<file path="config.mk">
export PLATFORM = sky130hd
export DESIGN_NAME = bus_cycle_master
export DESIGN_NICKNAME = d
export VERILOG_FILES = /design/src/rtl/tempest_bus_pkg.sv /design/src/rtl/bus_cyc_counter.sv /design/src/rtl/bus_cycle_master.sv
export SDC_FILE = /design/constraint.sdc
export NUM_CORES = 1
export LEC_CHECK = 0
export ABC_CLOCK_PERIOD_IN_PS = 3000
export BUFFER_PORTS_ARGS = -buffer_cell sky130_fd_sc_hd__buf_4
export CAP_MARGIN = 40
export CORE_MARGIN = 2
export CORE_UTILIZATION = 35
export DETAILED_ROUTE_END_ITERATION = 10
export PLACE_DENSITY_LB_ADDON = 0.05
export SYNTH_ARGS = -nofsm -noshare
export SYNTH_HDL_FRONTEND = slang
export SYNTH_SLANG_ARGS = --single-unit
</file>
<file path="constraint.sdc">
create_clock -name clk_96MHz -period 3 [get_ports clk_96MHz]
set_input_delay 0.6 -clock clk_96MHz [delete_from_list [all_inputs] [get_ports clk_96MHz]]
set_output_delay 0.6 -clock clk_96MHz [all_outputs]
set_load 0.05 [all_outputs]
</file>
<file path="src/rtl/tempest_bus_pkg.sv">
// Shared bus-cycle definitions for the host-side 6502 bus master.
// State encoding, bus widths and the data returned on an aborted read.
package tempest_bus_pkg;

    localparam int unsigned ADDR_W = 16;
    localparam int unsigned DATA_W = 8;

    localparam logic [DATA_W-1:0] RD_TIMEOUT_DATA = 8'hFF;

    typedef enum logic [2:0] {
        ST_IDLE,
        ST_FREEZE,
        ST_ACCESS,
        ST_STRETCH,
        ST_DONE
    } bus_state_e;

endpackage

</file>
<file path="src/rtl/bus_cyc_counter.sv">
// cyc_en-qualified up counter; term flags the enable that brings the count to LIMIT.
// Used for the CPU-freeze hold count and the bus_wait timeout count.
module bus_cyc_counter #(
    parameter int unsigned WIDTH = 8,
    parameter int unsigned LIMIT = 1
) (
    input  logic             clk,
    input  logic             rst,
    input  logic             clr,
    input  logic             en,
    output logic [WIDTH-1:0] count,
    output logic             term
);

    localparam logic [WIDTH-1:0] LAST = WIDTH'(LIMIT - 1);

    logic [WIDTH-1:0] count_q;
    logic [WIDTH-1:0] count_d;

    always_comb begin
        count_d = count_q;
        if (clr) begin
            count_d = '0;
        end else if (en) begin
            count_d = count_q + WIDTH'(1);
        end
    end

    always_ff @(posedge clk or posedge rst) begin
        if (rst) begin
            count_q <= '0;
        end else begin
            count_q <= count_d;
        end
    end

    assign count = count_q;
    assign term  = en && (count_q == LAST);

endmodule

</file>
<file path="src/rtl/bus_cycle_master.sv">
// Host-side initiator of 6502-style bus cycles (debug peek/poke, RAM load with the T65 frozen).
// Optional burst auto-increment is enabled by defining BURST_AUTOINC_EN.
module bus_cycle_master
    import tempest_bus_pkg::*;
#(
    parameter int unsigned HOLD_CYCLES = 2,
    parameter int unsigned TIMEOUT     = 255
) (
    input  logic              clk_96MHz,
    input  logic              RESET,
    input  logic              cyc_en,
    input  logic              req_valid,
    output logic              req_ready,
    input  logic              req_write,
    input  logic [ADDR_W-1:0] req_addr,
    input  logic [DATA_W-1:0] req_wdata,
    input  logic [7:0]        req_len,
    output logic              rsp_valid,
    output logic [DATA_W-1:0] rsp_rdata,
    output logic              rsp_timeout,
    output logic              cpu_freeze,
    output logic              bus_own,
    output logic [ADDR_W-1:0] bus_A,
    output logic              bus_R_Wn,
    output logic [DATA_W-1:0] bus_Dout,
    input  logic [DATA_W-1:0] bus_Din,
    input  logic              bus_wait
);

    bus_state_e        state_q, state_d;
    logic              req_ready_q, req_ready_d;
    logic              rsp_valid_q, rsp_valid_d;
    logic [DATA_W-1:0] rsp_rdata_q, rsp_rdata_d;
    logic              rsp_timeout_q, rsp_timeout_d;
    logic              cpu_freeze_q, cpu_freeze_d;
    logic              bus_own_q, bus_own_d;
    logic [ADDR_W-1:0] bus_A_q, bus_A_d;
    logic              bus_R_Wn_q, bus_R_Wn_d;
    logic [DATA_W-1:0] bus_Dout_q, bus_Dout_d;
    logic              write_q, write_d;
    logic [ADDR_W-1:0] addr_q, addr_d;
    logic [DATA_W-1:0] wdata_q, wdata_d;

    logic       accept;
    logic       finish;
    logic       abort;
    logic       last_beat;
    logic       hold_en, hold_term;
    logic       tmo_en, tmo_clr, tmo_term;
    logic [7:0] unused_hold_cnt;
    logic [7:0] unused_tmo_cnt;

    // A cyc_en in the accept clock sees ST_IDLE, so it never counts toward the hold.
    assign accept  = (state_q == ST_IDLE) && req_valid && req_ready_q;
    assign hold_en = cyc_en && (state_q == ST_FREEZE);
    assign tmo_clr = cyc_en && (state_q == ST_ACCESS) && bus_wait;
    assign tmo_en  = cyc_en && (state_q == ST_STRETCH) && bus_wait;

    bus_cyc_counter #(
        .WIDTH (8),
        .LIMIT (HOLD_CYCLES)
    ) u_hold_cnt (
        .clk   (clk_96MHz),
        .rst   (RESET),
        .clr   (accept),
        .en    (hold_en),
        .count (unused_hold_cnt),
        .term  (hold_term)
    );

    bus_cyc_counter #(
        .WIDTH (8),
        .LIMIT (TIMEOUT)
    ) u_tmo_cnt (
        .clk   (clk_96MHz),
        .rst   (RESET),
        .clr   (tmo_clr),
        .en    (tmo_en),
        .count (unused_tmo_cnt),
        .term  (tmo_term)
    );

`ifdef BURST_AUTOINC_EN
    logic [7:0] beats_q, beats_d;

    always_comb begin
        beats_d = beats_q;
        if (accept) begin
            beats_d = req_len;
        end else if (finish && !abort && !last_beat) begin
            beats_d = beats_q - 8'd1;
        end
    end

    always_ff @(posedge clk_96MHz or posedge RESET) begin
        if (RESET) begin
            beats_q <= '0;
        end else begin
            beats_q <= beats_d;
        end
    end

    assign last_beat = (beats_q == '0);
`else
    logic unused_req_len;
    assign unused_req_len = ^req_len;
    assign last_beat      = 1'b1;
`endif

    always_comb begin
        state_d       = state_q;
        req_ready_d   = req_ready_q;
        rsp_valid_d   = 1'b0;
        rsp_timeout_d = 1'b0;
        rsp_rdata_d   = rsp_rdata_q;
        cpu_freeze_d  = cpu_freeze_q;
        bus_own_d     = bus_own_q;
        bus_A_d       = bus_A_q;
        bus_R_Wn_d    = bus_R_Wn_q;
        bus_Dout_d    = bus_Dout_q;
        write_d       = write_q;
        addr_d        = addr_q;
        wdata_d       = wdata_q;
        finish        = 1'b0;
        abort         = 1'b0;

        case (state_q)
            ST_IDLE: begin
                if (accept) begin
                    write_d      = req_write;
                    addr_d       = req_addr;
                    wdata_d      = req_wdata;
                    req_ready_d  = 1'b0;
                    cpu_freeze_d = 1'b1;
                    state_d      = ST_FREEZE;
                end
            end
            ST_FREEZE: begin
                if (hold_term) begin
                    bus_own_d  = 1'b1;
                    bus_A_d    = addr_q;
                    bus_R_Wn_d = !write_q;
                    bus_Dout_d = wdata_q;
                    state_d    = ST_ACCESS;
                end
            end
            ST_ACCESS: begin
                if (cyc_en) begin
                    if (bus_wait) begin
                        state_d = ST_STRETCH;
                    end else begin
                        finish = 1'b1;
                    end
                end
            end
            ST_STRETCH: begin
                if (cyc_en) begin
                    if (!bus_wait) begin
                        finish = 1'b1;
                    end else if (tmo_term) begin
                        finish = 1'b1;
                        abort  = 1'b1;
                    end
                end
            end
            ST_DONE: begin
                // Bus still owned here only when another burst beat follows.
                if (bus_own_q) begin
                    state_d = ST_ACCESS;
                end else begin
                    state_d     = ST_IDLE;
                    req_ready_d = 1'b1;
                end
            end
            default: begin
                state_d = ST_IDLE;
            end
        endcase

        if (finish) begin
            state_d       = ST_DONE;
            rsp_valid_d   = 1'b1;
            rsp_timeout_d = abort;
            if (abort) begin
                rsp_rdata_d = RD_TIMEOUT_DATA;
            end else if (write_q) begin
                rsp_rdata_d = '0;
            end else begin
                rsp_rdata_d = bus_Din;
            end
            if (abort || last_beat) begin
                bus_own_d    = 1'b0;
                bus_R_Wn_d   = 1'b1;
                cpu_freeze_d = 1'b0;
            end else begin
                bus_A_d = bus_A_q + ADDR_W'(1);
            end
        end
    end

    always_ff @(posedge clk_96MHz or posedge RESET) begin
        if (RESET) begin
            state_q       <= ST_IDLE;
            req_ready_q   <= 1'b1;
            rsp_valid_q   <= 1'b0;
            rsp_rdata_q   <= '0;
            rsp_timeout_q <= 1'b0;
            cpu_freeze_q  <= 1'b0;
            bus_own_q     <= 1'b0;
            bus_A_q       <= '0;
            bus_R_Wn_q    <= 1'b1;
            bus_Dout_q    <= '0;
            write_q       <= 1'b0;
            addr_q        <= '0;
            wdata_q       <= '0;
        end else begin
            state_q       <= state_d;
            req_ready_q   <= req_ready_d;
            rsp_valid_q   <= rsp_valid_d;
            rsp_rdata_q   <= rsp_rdata_d;
            rsp_timeout_q <= rsp_timeout_d;
            cpu_freeze_q  <= cpu_freeze_d;
            bus_own_q     <= bus_own_d;
            bus_A_q       <= bus_A_d;
            bus_R_Wn_q    <= bus_R_Wn_d;
            bus_Dout_q    <= bus_Dout_d;
            write_q       <= write_d;
            addr_q        <= addr_d;
            wdata_q       <= wdata_d;
        end
    end

    assign req_ready   = req_ready_q;
    assign rsp_valid   = rsp_valid_q;
    assign rsp_rdata   = rsp_rdata_q;
    assign rsp_timeout = rsp_timeout_q;
    assign cpu_freeze  = cpu_freeze_q;
    assign bus_own     = bus_own_q;
    assign bus_A       = bus_A_q;
    assign bus_R_Wn    = bus_R_Wn_q;
    assign bus_Dout    = bus_Dout_q;

endmodule

</file>
==> Implementation_results.wiki, run 1 <==
{| class="wikitable"
! Metric !! Value
|-
| Kind of path behind the tightest hold check || in2async
|-
| Wire length reported by the detailed router || 6570 um
|-
| Worst IR drop on VDD || 0.447 mV
|-
| Clock edge transition at the registers on the reported setup and hold paths || 0.09 ns
|-
| Ports placed on the boundary || 84
|-
| Leading register cell type out of synthesis || dfrtp_1
|-
| H-tree level count || 3
|-
| Endpoint kind of the worst setup timing path || flip-flop
|-
| Final worst hold slack || 0.342 ns
|-
| Hold violation total from the final report || 0
|-
| Finished Layout Cells || 473
|-
| Biggest area consumer among synthesized cells || dfrtp_1
|-
| Maximum fanout encountered on the critical timing path || 27
|-
| Cts-stage hold buffer count || 0
|-
| Final Core Density || 0.451
|-
| FILL cells || 929
|-
| Number of sinks on the clock net || 82
|-
| Routed length per instance || 13.9 um
|-
| Post-CTS resize count || 0
|-
| Cell count after synthesis || 256
|-
| Source-to-sink clock delay at the later pin of the worst-skew pair || 0.35 ns
|-
| Total vias in the final route || 2168
|-
| Buffers from clock root to sink, at most || 2
|-
| Post-synthesis async set-or-reset flop share || 1.00
|-
| Worst slew pin tran || 0.752 ns
|-
| Sequential cell area in the final layout || 2050 um2
|-
| Final critical path time including I/O delays and setup || 2.01 ns
|-
| Normalized max-slew margin || 0.499
|-
| Total clock buffers created by CTS || 9
|-
| Root buf cell || clkbuf_8
|-
| Post CTS Setup Buffer Count || 0
|-
| Overall die area || 10800 um2
|-
| CTS tree || yes
|-
| Skew final || 0.0154 ns
|-
| Global-route met1 utilization || 0.165
|-
| Startpoint type of the worst setup path || flip-flop
|-
| Arrival time of data at the critical path endpoint || 2.24 ns
|-
| Post-layout nets || 385
|-
| Mapped Nets || 306
|-
| Die Wd || 104 um
|-
| Number of global-route vias before repair || 2258
|-
| RSZ-0062 raised after global routing || no
|-
| Fraction of final layout cells with drive strength greater than 1 || 0.447
|-
| Synth warn || 0
|-
| Number of enable flip-flop cells after synthesis || 0
|-
| Mapped cell area || 3490 um2
|-
| Buffers on Ports || 75
|-
| Critical path required time || 3.23 ns
|-
| Average cell area after synthesis || 13.6 um2
|-
| Half-perimeter wire length after placement || 4370 um
|-
| Area of the multi-input gates || 1330 um2
|-
| Wire length of the first global-routing pass || 11300 um
|-
| Number of diodes added for antenna fixing || 0
|-
| Slew Viols, Final || 0
|-
| Count of endpoints failing setup in the final report || 0
|-
| Violation count after the first detailed-routing iteration || 54
|-
| Met3 Usage GRT || 0.0522
|-
| Total global-route track usage || 0.131
|-
| Area inside the core boundary || 9730 um2
|-
| Remaining number of nets flagged by the antenna check after routing || 0
|-
| Top cell type's share of synthesized area || 0.574
|-
| Total grt overflow || 0
|-
| Fmax achieved || 0.497 GHz
|-
| Initial cell density of the core || 0.358
|-
| Row Count || 36
|-
| Flop and latch count out of synthesis || 82
|-
| Peak-usage layer in the global routing report || met2
|-
| Outcome || finished clean
|-
| Most area-consuming cells after synthesis || dfrtp_1 (57%), mux2_2 (10%), mux2_4 (6.9%)
|-
| Path type of the worst setup path || reg2reg
|-
| Cell Pwr Density || 945 nW/um2
|-
| Register area share after synthesis || 0.589
|-
| TritonRoute pass-1 iters || 4
|-
| Leakage power total || 2.21 nW
|-
| DR vias/cell || 4.58
|-
| Die boundary height || 104 um
|-
| Relative area change from synthesis to final layout || 25.9%
|-
| Global routing met2 resource utilization || 0.209
|-
| TNS Setup || 0 ns
|-
| Netlist cell types || 39
|-
| Number of maximum-capacitance violations || 0
|-
| Post-route DRC || 0
|-
| Post-placement cell count || 457
|-
| Final weighted congestion in routability-driven placement || 0.722
|-
| Largest net degree at the start of global routing || 45
|-
| Antenna violations before repair || 0
|-
| Final cycle utilization of the critical path || 0.671
|}
## registers in the layout, summed over array words and instances, names as in the netlist
register and cells:
addr_q 16, bus_A 16, bus_Dout 8, rsp_rdata 8
u_hold_cnt.count 8, u_tmo_cnt.count 8, wdata_q 8, state_q 3
bus_R_Wn 1, bus_own 1, cpu_freeze 1, req_ready 1
rsp_timeout 1, rsp_valid 1, write_q 1
## where the power goes
part	internal, mW	total [mW]	switching, mW
clock network	0.412	0.814	0.402
registers	1.44	1.68	0.237
logic	0.641	1.65	1.01
## synthesized netlist by cell type, types with 2 or more instances
library cell   n
and3_1         5
xnor2_1        2
dfrtp_1       80
nand3_1        5
o21ai_0        2
buf_2          6
nand2b_1       8
a2bb2oi_1      8
inv_1          4
nor3_1         2
mux2_4        16
nor2_1        21
xor2_1        11
nand4_1        7
dfstp_2        2
mux2_2        32
nand2_1       11
ha_1           4
a21oi_1        7
buf_6          4
## layout by cell type, fill, tap and decap left out, types with 2 or more instances in the layout
master      instances
dfrtp_1            80
buf_4              79
mux2_2             32
nor2_1             21
mux2_4             16
nand2_1            11
xor2_1             11
clkbuf_8           10
nand2b_1            8
a2bb2oi_1           8
a21oi_1             7
nand4_1             7
and3_1              5
nand3_1             5
ha_1                4
inv_1               3
nor3_1              2
o21ai_0             2
xnor2_1             2
dfstp_2             2
clkinvlp_4          2
## cell families after synthesis
family | synth area share
compound gates | 0.0445
xor+xnor | 0.0327
fa+ha+maj | 0.0144
buf+inv | 0.0280
flops | 0.589
mux | 0.176
simple gates | 0.116
## area by class of cell
| class | count | area share |
|---|---|---|
| inverters | 4 | 0.00371 |
| clock buffers | 11 | 0.0322 |
| clock inverters | 5 | 0.0143 |
| multi-input cells | 158 | 0.304 |
| well taps | 133 | 0.0379 |
| repair buffers | 80 | 0.140 |
| flip-flops and latches | 82 | 0.468 |
## stage by stage
stage	power [mW]	cell area (um2)	worst slack, ns
6_report	4.14	4390	0.988
5_1_grt	4.39	4390	0.855
4_1_cts	4.21	4390	0.930
3_5_place_dp	3.37	4180	0.943
3_3_place_gp	3.36	4180	0.971
2_1_floorplan	2.89	3490	0.295
## metal layers
layer / vias to the layer above / part of all wire
li1: 1051 / -
met1: 1072 / 0.46
met2: 40 / 0.48
met3: 5 / 0.059
met4: 0 / 0.0088
met5: - / 0
## final timing paths
kind                                startpoint            endpoint  slack [ns]  cells after the start
hold / removal                           RESET  u_tmo_cnt.count[7]        0.34                      2
setup / recovery           u_hold_cnt.count[1]         bus_Dout[3]        0.99                      5
min in group clk_96MHz             req_addr[2]           addr_q[2]        0.47                      2
max in group asynchronous                RESET            bus_R_Wn        1.92                      3
hold reg to reg                      addr_q[2]           addr_q[2]        0.50                      1
setup reg to reg           u_hold_cnt.count[1]         bus_Dout[3]        0.99                      5
## critical path, cell delays in order, from the launching register on
cell and delay [ns]:
dfrtp_1 0.41, inv_1 0.06, ha_1 0.13, nor4b_2 0.33, nand3_4 0.49, mux2_4 0.46
(Power assumes the default switching activity.)
==> run 2, diff against run 1 <==
- ABC_AREA: unset -> 1
- ABC_CLOCK_PERIOD_IN_PS: 3000 -> 1800
- clock period: 3 -> 1.8 ns (I/O delays scaled with it)
==> run 2 against run 1 <==
Compared with the run above:
- fmax increased by 33%
- clock skew decreased by 0.0051 ns
- largest power group unchanged
- via count increased by 35%
- largest cell class unchanged
- combinational power increased by 49%
- synthesized area increased by 2.7%
==> Implementation_results.wiki, run 2 <==
{| class="wikitable"
! Metric !! Value
|-
| Number of global-route vias before repair || 2857
|-
| Fraction of final layout cells with drive strength greater than 1 || 0.231
|-
| Final weighted congestion in routability-driven placement || 0.810
|-
| Antenna violations before repair || 0
|-
| Pint || 4.17 mW
|-
| Path type of the worst setup path || reg2reg
|-
| Source-to-sink clock delay at the later pin of the worst-skew pair || 0.35 ns
|-
| Clock edge transition at the registers on the reported setup and hold paths || 0.08 ns
|-
| Logic pwr share || 0.357
|-
| Startpoint type of the worst setup path || flip-flop
|-
| Post-placement cell count || 624
|-
| Number of enable flip-flop cells after synthesis || 0
|-
| Worst IR drop on VDD || 0.606 mV
|-
| Mapped cell area || 3580 um2
|-
| Cell with the most instances after synthesis || nand2_1
|-
| Mapped Nets || 468
|-
| Total clock buffers created by CTS || 9
|-
| Total vias in the final route || 2933
|-
| Pre-CTS setup slack || 0.317 ns
|-
| Wire length reported by the detailed router || 7970 um
|-
| Violation count after the first detailed-routing iteration || 129
|-
| Endpoint kind of the worst setup timing path || flip-flop
|-
| Final Core Density || 0.465
|-
| Routed length per instance || 12.5 um
|-
| Wire length of the first global-routing pass || 13600 um
|-
| Netlist cell types || 28
|-
| Clk pwr share || 0.234
|-
| Kind of path behind the tightest hold check || in2async
|-
| CTS tree || yes
|-
| Number of maximum-capacitance violations || 0
|-
| RSZ-0062 raised after global routing || no
|-
| Post-route DRC || 0
|-
| Initial cell density of the core || 0.363
|-
| Buffers on Ports || 75
|-
| Finished Layout Cells || 640
|-
| Post-synthesis async set-or-reset flop share || 1.00
|-
| Commonest cells in the netlist || nand2_1 (144), dfrtp_1 (80), inv_1 (41), nand3_1 (33), nor2_1 (30)
|-
| Post CTS Setup Buffer Count || 0
|-
| Hold violation total from the final report || 0
|-
| Buffers from clock root to sink, at most || 2
|-
| Final critical path time including I/O delays and setup || 1.51 ns
|-
| Cts-stage hold buffer count || 0
|-
| Leakage power total || 2.45 nW
|-
| Fmax achieved || 0.663 GHz
|-
| Count of endpoints failing setup in the final report || 0
|-
| Post-route cell area || 4590 um2
|-
| Number of diodes added for antenna fixing || 0
|-
| Commonest non-fill, non-tap cell in the layout || nand2_1
|-
| Final worst hold slack || 0.0439 ns
|-
| PnR worst setup slack || 0.291 ns
|-
| Overall die area || 11000 um2
|-
| Register area share after synthesis || 0.574
|-
| Normalized max-slew margin || 0.645
|-
| Maximum fanout encountered on the critical timing path || 12
|-
| Worst slew pin tran || 0.530 ns
|-
| Cell Pwr Density || 1500 nW/um2
|-
| Arrival time of data at the critical path endpoint || 1.74 ns
|-
| Total global-route track usage || 0.153
|-
| Register share of total power || 0.408
|-
| Average cell area after synthesis || 8.56 um2
|-
| Half-perimeter wire length after placement || 5390 um
|-
| Largest net degree at the start of global routing || 37
|-
| Worst reg2reg startpoint || state_q[2]
|-
| Switching power || 2.71 mW
|-
| Cell count after synthesis || 418
|-
| Sw Share || 0.394
|-
| Cell area after placement || 4350 um2
|-
| Root buf cell || clkbuf_8
|-
| Final cycle utilization of the critical path || 0.838
|-
| Biggest area consumer among synthesized cells || dfrtp_1
|-
| TritonRoute pass-1 iters || 4
|-
| Remaining number of nets flagged by the antenna check after routing || 0
|-
| Leading register cell type out of synthesis || dfrtp_1
|-
| TNS Setup || 0 ns
|-
| Total grt overflow || 0
|-
| Cell with the largest stage delay on the worst path || dfrtp_1
|-
| Critical Path Max Stage Delay || 0.47 ns
|-
| Worst setup path startpoint || state_q[2]
|-
| Synth warn || 0
|-
| Die Wd || 105 um
|-
| Outcome || finished clean
|-
| Top cell type's share of synthesized area || 0.559
|-
| Ports placed on the boundary || 84
|-
| Overall Power || 6.88 mW
|-
| CP Cell Sequence || inv_2 -> nand3_2 -> nor2_4 -> buf_4 -> nand2_1 -> o21ai_0 -> a21oi_1
|-
| Critical path required time || 2.03 ns
|-
| H-tree level count || 3
|-
| Number of sinks on the clock net || 82
|-
| Relative area change from synthesis to final layout || 28.3%
|-
| Post-layout nets || 552
|-
| Commonest cells after routing, fill and taps aside || nand2_1 (144), buf_4 (81), dfrtp_1 (80)
|-
| Die boundary height || 105 um
|-
| Area inside the core boundary || 9860 um2
|-
| Slew Viols, Final || 0
|-
| DR vias/cell || 4.58
|-
| Flop and latch count out of synthesis || 82
|-
| Row Count || 36
|-
| Skew final || 0.0104 ns
|-
| Post-CTS resize count || 0
|-
| Most area-consuming cells after synthesis || dfrtp_1 (56%), nand2_1 (15%), nand3_1 (4.6%)
|}
run 2: cell types whose count changed in the layout (fill, tap and decap cells not counted), moves of 8 or more:
| cell | change |
|---|---|
| o21ai_1 | +13 |
| nor2_1 | +9 |
| xor2_1 | -10 |
| o21ai_0 | +14 |
| nand2b_1 | -8 |
| a2bb2oi_1 | -8 |
| nand3_1 | +28 |
| mux2_2 | -32 |
| nand2_1 | +133 |
| mux2_4 | -16 |
| inv_1 | +37 |
run 2: power by group through the flow:
stage	Sequential, mW	Combinational, mW	Clock [mW]
after floorplan	3.43	1.14	0
after global placement	2.83	2.45	0
after detailed placement	2.84	2.48	0
after CTS	2.81	2.49	1.65
after global routing	2.89	2.74	1.75
final	2.81	2.46	1.61
run 2: final cells by class:
| type | count | area [um2] |
|---|---|---|
| multi-input combinational | 280 | 1290 |
| fill | 1003 | 5280 |
| tap | 133 | 166 |
| inverter | 45 | 178 |
| sequential | 82 | 2050 |
| timing repair buffer | 84 | 668 |
| clock inverter | 5 | 104 |
| clock buffer | 11 | 131 |
run 2: metal layers:
metal / up-vias / track usage / part of all wire
li1: 1485 / - / -
met1: 1369 / 0.214 / 0.48
met2: 69 / 0.228 / 0.44
met3: 10 / 0.0387 / 0.056
met4: 0 / 0.0600 / 0.015
met5: - / 0 / 0
run 2: final timing paths:
kind | to | slack (ns) | cells past startpoint
worst max-delay path | u_hold_cnt.count[5] | 0.29 | 7
worst min-delay path | bus_A[11] | 0.04 | 2
worst max register to register | u_hold_cnt.count[5] | 0.29 | 7
worst min register to register | bus_Dout[6] | 0.48 | 2
max in group asynchronous | wdata_q[1] | 1.22 | 3
min in group clk_96MHz | wdata_q[5] | 0.20 | 3
run 2: cells by family (layout without fill, tap and decap cells):
logic type               after synthesis  after routing  share of synthesized area
AND/OR/NAND/NOR                      230            230                      0.276
flip-flops                            82             82                      0.574
buffers and inverters                 56            145                     0.0661
AO/OA/AOI/OAI                         45             45                     0.0671
adder cells (fa/ha/maj)                4              4                     0.0140
XOR/XNOR                               1              1                    0.00245
run 2: critical path: cells and delay by family, from the launching register on:
| family | cells | cell delay (ns) |
|---|---|---|
| flops | 1 | 0.47 |
| simple gates | 3 | 0.36 |
| buf+inv | 2 | 0.35 |
| compound gates | 2 | 0.23 |
